[src/rtl/mul8u_share_arb.sv]
// mul8u_share_arb: round-robin sharing of one external 8x8 unsigned multiplier.
// Define MUL8U_ERRSTAT_EN to add err_cnt/err_sum error statistics vs the exact product.
module mul8u_share_arb #(
  parameter int NREQ  = 4,
  parameter int LAT   = 2,
  parameter int DEPTH = 4,
  localparam int IDW  = $clog2(NREQ)
) (
  input  logic              clk,
  input  logic              rst_n,
  input  logic [NREQ-1:0]   req_valid,
  output logic [NREQ-1:0]   req_ready,
  input  logic [NREQ*8-1:0] req_a,
  input  logic [NREQ*8-1:0] req_b,
  output logic [7:0]        mul_a,
  output logic [7:0]        mul_b,
  input  logic [15:0]       mul_o,
  output logic              rsp_valid,
  input  logic              rsp_ready,
  output logic [15:0]       rsp_data,
  output logic [IDW-1:0]    rsp_id
`ifdef MUL8U_ERRSTAT_EN
  ,
  output logic [15:0]       err_cnt,
  output logic [23:0]       err_sum
`endif
);

  localparam int PW = (DEPTH > 1) ? $clog2(DEPTH) : 1;
  localparam int CW = $clog2(DEPTH + 1);

  typedef enum logic [1:0] {
    S_IDLE,
    S_BUSY,
    S_FULL
  } state_e;

  state_e         state_q;
  logic [CW-1:0]  out_q;
  logic [CW-1:0]  out_d;
  logic [IDW-1:0] rr_q;
  logic [IDW-1:0] rr_d;
  logic [IDW-1:0] gnt_id;
  logic           gnt_found;
  logic           credit_ok;
  logic           accept;
  logic           pop;
  logic [IDW:0]   sum;
  logic [IDW-1:0] idx;
  logic [7:0]     sel_a;
  logic [7:0]     sel_b;
  logic [7:0]     mul_a_q;
  logic [7:0]     mul_b_q;

  logic [LAT-1:0] pv_q;
  logic [IDW-1:0] pid_q [LAT];
  logic [15:0]    wr_data;
  logic           wr_en;

  logic [15:0]    fd_q [DEPTH];
  logic [IDW-1:0] fi_q [DEPTH];
  logic [PW-1:0]  wp_q;
  logic [PW-1:0]  rp_q;
  logic [CW-1:0]  cnt_q;

`ifdef MUL8U_ERRSTAT_EN
  logic [15:0]    ex0;
  logic [15:0]    wr_ex;
  logic [15:0]    fe_q [DEPTH];
  logic [15:0]    ex_head;
  logic [15:0]    diff;
  logic [24:0]    sum_w;
  logic [15:0]    err_cnt_q;
  logic [23:0]    err_sum_q;
`endif

  function automatic logic [PW-1:0] inc(input logic [PW-1:0] p);
    return (p == PW'(DEPTH - 1)) ? '0 : p + PW'(1);
  endfunction

  // Round-robin search starting at rr_q for the first valid requester
  always_comb begin
    gnt_found = 1'b0;
    gnt_id    = '0;
    sum       = '0;
    idx       = '0;
    for (int k = 0; k < NREQ; k++) begin
      sum = {1'b0, rr_q} + (IDW+1)'(k);
      if (sum >= (IDW+1)'(NREQ))
        sum = sum - (IDW+1)'(NREQ);
      idx = sum[IDW-1:0];
      if (!gnt_found && req_valid[idx]) begin
        gnt_found = 1'b1;
        gnt_id    = idx;
      end
    end
  end

  // No accepts while in reset or when every credit is in use
  assign credit_ok = rst_n && (state_q != S_FULL);
  assign accept    = gnt_found && credit_ok;
  assign rr_d      = (gnt_id == IDW'(NREQ - 1)) ? '0 : gnt_id + IDW'(1);
  assign sel_a     = req_a[{gnt_id, 3'b000} +: 8];
  assign sel_b     = req_b[{gnt_id, 3'b000} +: 8];

  // One-hot ready for the granted requester
  always_comb begin
    req_ready = '0;
    if (accept)
      req_ready[gnt_id] = 1'b1;
  end

  // Operand registers hold the last accepted pair while idle
  always_ff @(posedge clk or negedge rst_n) begin
    if (!rst_n) begin
      mul_a_q <= '0;
      mul_b_q <= '0;
      rr_q    <= '0;
    end else if (accept) begin
      mul_a_q <= sel_a;
      mul_b_q <= sel_b;
      rr_q    <= rr_d;
    end
  end

  assign mul_a = mul_a_q;
  assign mul_b = mul_b_q;

  // Valid/id travel alongside the product, never stalling
  always_ff @(posedge clk or negedge rst_n) begin
    if (!rst_n) begin
      pv_q <= '0;
      for (int k = 0; k < LAT; k++)
        pid_q[k] <= '0;
    end else begin
      pv_q[0]  <= accept;
      pid_q[0] <= gnt_id;
      for (int k = 1; k < LAT; k++) begin
        pv_q[k]  <= pv_q[k-1];
        pid_q[k] <= pid_q[k-1];
      end
    end
  end

`ifdef MUL8U_ERRSTAT_EN
  assign ex0 = 16'(mul_a_q) * 16'(mul_b_q);
`endif

  if (LAT > 1) begin : g_pipe
    logic [15:0] pd_q [1:LAT-1];
`ifdef MUL8U_ERRSTAT_EN
    logic [15:0] pe_q [1:LAT-1];
`endif

    // Product pipeline: stage 1 samples the multiplier output
    always_ff @(posedge clk or negedge rst_n) begin
      if (!rst_n) begin
        for (int k = 1; k < LAT; k++) begin
          pd_q[k] <= '0;
`ifdef MUL8U_ERRSTAT_EN
          pe_q[k] <= '0;
`endif
        end
      end else begin
        pd_q[1] <= mul_o;
`ifdef MUL8U_ERRSTAT_EN
        pe_q[1] <= ex0;
`endif
        for (int k = 2; k < LAT; k++) begin
          pd_q[k] <= pd_q[k-1];
`ifdef MUL8U_ERRSTAT_EN
          pe_q[k] <= pe_q[k-1];
`endif
        end
      end
    end

    assign wr_data = pd_q[LAT-1];
`ifdef MUL8U_ERRSTAT_EN
    assign wr_ex   = pe_q[LAT-1];
`endif
  end else begin : g_direct
    assign wr_data = mul_o;
`ifdef MUL8U_ERRSTAT_EN
    assign wr_ex   = ex0;
`endif
  end

  assign wr_en     = pv_q[LAT-1];
  assign rsp_valid = (cnt_q != '0);
  assign pop       = rsp_valid && rsp_ready;
  assign rsp_data  = fd_q[rp_q];
  assign rsp_id    = fi_q[rp_q];

  // Fall-through response FIFO; credits guarantee it is never written full
  always_ff @(posedge clk or negedge rst_n) begin
    if (!rst_n) begin
      wp_q  <= '0;
      rp_q  <= '0;
      cnt_q <= '0;
      for (int k = 0; k < DEPTH; k++) begin
        fd_q[k] <= '0;
        fi_q[k] <= '0;
`ifdef MUL8U_ERRSTAT_EN
        fe_q[k] <= '0;
`endif
      end
    end else begin
      if (wr_en) begin
        fd_q[wp_q] <= wr_data;
        fi_q[wp_q] <= pid_q[LAT-1];
`ifdef MUL8U_ERRSTAT_EN
        fe_q[wp_q] <= wr_ex;
`endif
        wp_q <= inc(wp_q);
      end
      if (pop)
        rp_q <= inc(rp_q);
      cnt_q <= cnt_q + CW'(wr_en) - CW'(pop);
    end
  end

  assign out_d = out_q + CW'(accept) - CW'(pop);

  // Credit FSM: outstanding = ops in pipe + ops in FIFO
  always_ff @(posedge clk or negedge rst_n) begin
    if (!rst_n) begin
      state_q <= S_IDLE;
      out_q   <= '0;
    end else begin
      out_q <= out_d;
      unique case (state_q)
        S_IDLE: begin
          if (accept)
            state_q <= (out_d == CW'(DEPTH)) ? S_FULL : S_BUSY;
        end
        S_BUSY: begin
          if (out_d == '0)
            state_q <= S_IDLE;
          else if (out_d == CW'(DEPTH))
            state_q <= S_FULL;
        end
        S_FULL: begin
          if (pop)
            state_q <= (out_d == '0) ? S_IDLE : S_BUSY;
        end
        default: state_q <= S_IDLE;
      endcase
    end
  end

`ifdef MUL8U_ERRSTAT_EN
  assign ex_head = fe_q[rp_q];
  assign diff    = (rsp_data >= ex_head) ? rsp_data - ex_head
                                         : ex_head - rsp_data;
  assign sum_w   = {1'b0, err_sum_q} + {9'b0, diff};

  // Saturating error statistics, updated when a response is popped
  always_ff @(posedge clk or negedge rst_n) begin
    if (!rst_n) begin
      err_cnt_q <= '0;
      err_sum_q <= '0;
    end else if (pop && (diff != '0)) begin
      if (err_cnt_q != 16'hFFFF)
        err_cnt_q <= err_cnt_q + 16'd1;
      err_sum_q <= sum_w[24] ? 24'hFFFFFF : sum_w[23:0];
    end
  end

  assign err_cnt = err_cnt_q;
  assign err_sum = err_sum_q;
`endif

endmodule
[config.mk]
export PLATFORM = sky130hd
export DESIGN_NAME = mul8u_share_arb
export DESIGN_NICKNAME = d
export VERILOG_FILES = /design/src/rtl/mul8u_share_arb.sv
export SDC_FILE = /design/constraint.sdc
export NUM_CORES = 1
export LEC_CHECK = 0
export BUFFER_PORTS_ARGS = -buffer_cell sky130_fd_sc_hd__buf_4
export CAP_MARGIN = 20
export CELL_PAD_IN_SITES_DETAIL_PLACEMENT = 1
export CELL_PAD_IN_SITES_GLOBAL_PLACEMENT = 1
export CORE_MARGIN = 2
export CORE_UTILIZATION = 48
export CTS_CLUSTER_SIZE = 12
export DETAILED_ROUTE_END_ITERATION = 8
export GPL_TIMING_DRIVEN = 0
export PLACE_DENSITY_LB_ADDON = 0.25
export SLEW_MARGIN = 20
export SYNTH_ARGS = -nofsm -noshare
export SYNTH_HDL_FRONTEND = slang
export SYNTH_SLANG_ARGS = --single-unit
[constraint.sdc]
create_clock -name clk -period 6.1 [get_ports clk]
set_clock_uncertainty 0.15 [all_clocks]
set_input_delay 0.61 -clock clk [delete_from_list [all_inputs] [get_ports clk]]
set_output_delay 0.61 -clock clk [all_outputs]
set_load 0.02 [all_outputs]
==> summary.txt <==
Floorplanning
  – Area of the core: 0.0114 mm2
  – I/O pin count: 126
  – Num rows: 39
  – Starting Density: 0.493
  – Die Area: 0.0126 mm2
  – Overall die width: 112 um
  – Die Y: 112 um

Global route
  – Vias in the first global route: 4284
  – Gr usage total: 0.228
  – Gr ovfl total: 0
  – First-pass GRT wire length: 22000 um
  – Initial antenna violation count: 0
  – Largest net degree at the start of global routing: 81

Layout
  – Final instance area: 0.00735 mm2
  – Footprint of the multi-input gates: 0.00233 mm2
  – Fill count: 1116
  – Fin nets: 622
  – Antenna diodes: 0
  – Layout area overhead: 30.5%
  – Reg area: 0.00310 mm2
  – Layout cells sized above 1: 0.525

Run
  – Maxcap violations: 0

Timing
  – F_max: 252 MHz
  – Slew margin rel.: 0.545
  – # setup viols final: 0
  – Worst slew pin tran: 0.683 ns
  – RSZ-0062 raised after global routing: false
  – Final Hold Viols: 0
  – Min Clock Period, post-route: 3.96 ns
  – Setup TNS: 0 ns
  – Tcrit/Tclk final: 0.650
  – Slew Limit Fails: 0
  – Final worst slack: 2.14 ns

Clock network
  – CTS Sinks: 124
  – Cts repair resizes: 0
  – CTS buffer count: 17
  – Clock Tree Buf Depth: 2
  – CTS tree: built
  – Clock Latency Late Sink: 0.41 ns
  – Reg clk slew, reported paths: 0.05 ns
  – Post-CTS Setup Inserts: 0
  – # H-tree levels: 4
  – Hold-fix buffers, CTS: 1
  – Root buffer selected by CTS: clkbuf_16

Synthesis
  – Avg Synthesized Cell Area: 15.1 um2
  – EDFF count, synth: 0
  – Synth async-reset ratio: 1.00
  – Synth Flop Type: dfrtp_1
  – Seq/Total Area, Yosys: 0.551
  – Post-Syn Area: 0.00563 mm2
  – Synthesis warning total: 0
  – Cells after Synth: 374
  – Netlist cell types: 35
  – Syn Nets: 476
  – Yosys reg bits: 124

Placed design
  – Post-Place Setup Slack: 2.27 ns
  – Placed Area: 0.00678 mm2
  – Routability cong.: 0.790
  – Dpl hpwl: 9500 um
  – PortBufs: 125

Drt
  – Post-DRT Antenna Nets: 0
  – DRT Pass-1 Iters: 4
  – # DRC: 0
  – Wire per inst: 20.1 um
  – Vias: 3692
  – Routed wire length: 13600 um
  – Iteration-0 DRC Markers: 106
  – Vias/cell: 5.46

Critical path
  – R2r endpoint: state_q[0]$_DFFE_PN0P_
  – Critical path fanouts, max: 46
  – Critical Path RT: 6.24 ns
  – Crit path kind: input pin to register
  – Startpoint types: input pin
  – Setup crit end kind: register
  – Reg2Reg Launch Point: cnt_q[1]$_DFF_PN0_
  – CP Launch Point: rst_n
  – Worst EP arrival: 4.10 ns
  – Worst Reg-to-Reg Cells: 13
  – Reg2Reg Setup Slack: 2.79 ns

Power
  – Pwr dens: 561 mW/mm2
  – Leak: 0.00347 uW
  – Peak supply drop: 0.000389 V

Outcome
  – Status: finished, final reports clean

Hold path
  – Hold depth: 1
  – Hold Path End: g_pipe.pd_q[4]$_DFF_PN0_
  – Hold Crit Class: input pin to register
  – Hold Crit Start: mul_o[4]
[how the worst max path moves through the flow]
| stage | to | slack, ns |
|---|---|---|
| floorplan | state_q[0]$_DFFE_PN0P_ | 2.86 |
| global placement | state_q[0]$_DFFE_PN0P_ | 1.40 |
| detailed placement | state_q[0]$_DFFE_PN0P_ | 2.27 |
| CTS | state_q[0]$_DFFE_PN0P_ | 2.11 |
| global route | state_q[0]$_DFFE_PN0P_ | 1.88 |
| finish | state_q[0]$_DFFE_PN0P_ | 2.14 |
[flip-flops by register name (all words and copies together) (netlist names)]
register	count
fi_q	8
out_q	3
pid_q	4
state_q	2
cnt_q	3
g_pipe.pd_q	16
rr_q	2
fd_q	64
mul_b	8
rp_q	2
wp_q	2
pv_q	2
mul_a	8
[cell families after synthesis]
group / count (synthesis) / share of synthesized area
AND/OR/NAND/NOR: 44 / 0.0373
buffers and inverters: 32 / 0.0360
multiplexers: 123 / 0.275
flip-flops: 124 / 0.551
adder cells (fa/ha/maj): 15 / 0.0360
AO/OA/AOI/OAI: 32 / 0.0587
XOR/XNOR: 4 / 0.00622
[synth_stat cells (2+ instances only)]
library cell	n	share of area
nor2b_1	4	0.0044
o21ai_0	5	0.0044
o221ai_2	11	0.029
o221ai_1	6	0.0093
nor3_1	2	0.0018
inv_1	13	0.0087
mux4_2	18	0.072
buf_12	3	0.011
nor2_1	2	0.0013
a21oi_1	2	0.0018
xnor2_1	4	0.0062
o31ai_1	2	0.0027
mux2_2	73	0.15
and2_1	4	0.0044
nand2_1	27	0.018
ha_1	13	0.029
fa_1	2	0.0071
buf_6	3	0.0060
dfrtp_1	124	0.55
inv_2	2	0.0013
mux2i_1	32	0.057
buf_2	9	0.0080
[placed cells by master (no fill, tap or decap), types with 3 or more instances in the layout]
| master | synthesis | final |
|---|---|---|
| ha_1 | 13 | 13 |
| mux4_2 | 18 | 18 |
| o221ai_2 | 11 | 11 |
| clkbuf_16 | 0 | 17 |
| buf_6 | 3 | 4 |
| xnor2_1 | 4 | 4 |
| nand2_1 | 27 | 27 |
| buf_2 | 9 | 9 |
| clkinv_2 | 0 | 7 |
| o21ai_0 | 5 | 5 |
| clkbuf_8 | 0 | 4 |
| inv_1 | 13 | 13 |
| dfrtp_1 | 124 | 124 |
| mux2_2 | 73 | 73 |
| buf_12 | 3 | 3 |
| and2_1 | 4 | 4 |
| buf_4 | 0 | 124 |
| mux2i_1 | 32 | 32 |
| o221ai_1 | 6 | 6 |
| nor2b_1 | 4 | 4 |
| clkbuf_1 | 1 | 4 |
[worst max-delay path: stages]
cell and delay [ns]:
dlygate4sd3_1 0.54, buf_6 0.38, o41ai_2 0.19, or2_4 0.31
buf_2 0.19, ha_1 0.30, inv_1 0.05, ha_1 0.13
inv_1 0.05, fa_1 0.38, xnor2_1 0.20, xnor2_1 0.16
o311a_1 0.31, a21oi_1 0.15, o32ai_1 0.10
[where the power goes]
group / internal [uW] / switching, uW
Combinational: 921 / 863
Clock: 598 / 342
Sequential: 1190 / 212
Total: 2710 / 1420
[per-layer routing]
| layer | up-vias | global-route usage | part of all wire |
|---|---|---|---|
| met5 | - | 0 | 0 |
| met4 | 0 | 0.0805 | 0.015 |
| met3 | 23 | 0.0535 | 0.046 |
| met2 | 109 | 0.404 | 0.54 |
| met1 | 1896 | 0.273 | 0.40 |
| li1 | 1664 | - | - |
[per-stage QoR]
stage               utilization  power [uW]  hold slack [ns]  instances
floorplan                     -        2560            0.164        374
global placement          0.591        3080            0.183        642
detailed placement        0.594        3200            0.195        643
CTS                       0.643        4180            0.138        676
global route              0.643        4360            0.137        676
finish                    0.643        4120            0.154        676
[area by class of cell]
| type | count | area share |
|---|---|---|
| plain buffers | 17 | 0.0199 |
| clock buffers | 24 | 0.0669 |
| clock inverters | 8 | 0.00886 |
| inverters | 15 | 0.00766 |
| multi-input cells | 218 | 0.317 |
| flip-flops and latches | 124 | 0.422 |
| well taps | 143 | 0.0244 |
| repair buffers | 127 | 0.133 |
Power figures use the tool's default switching activity.
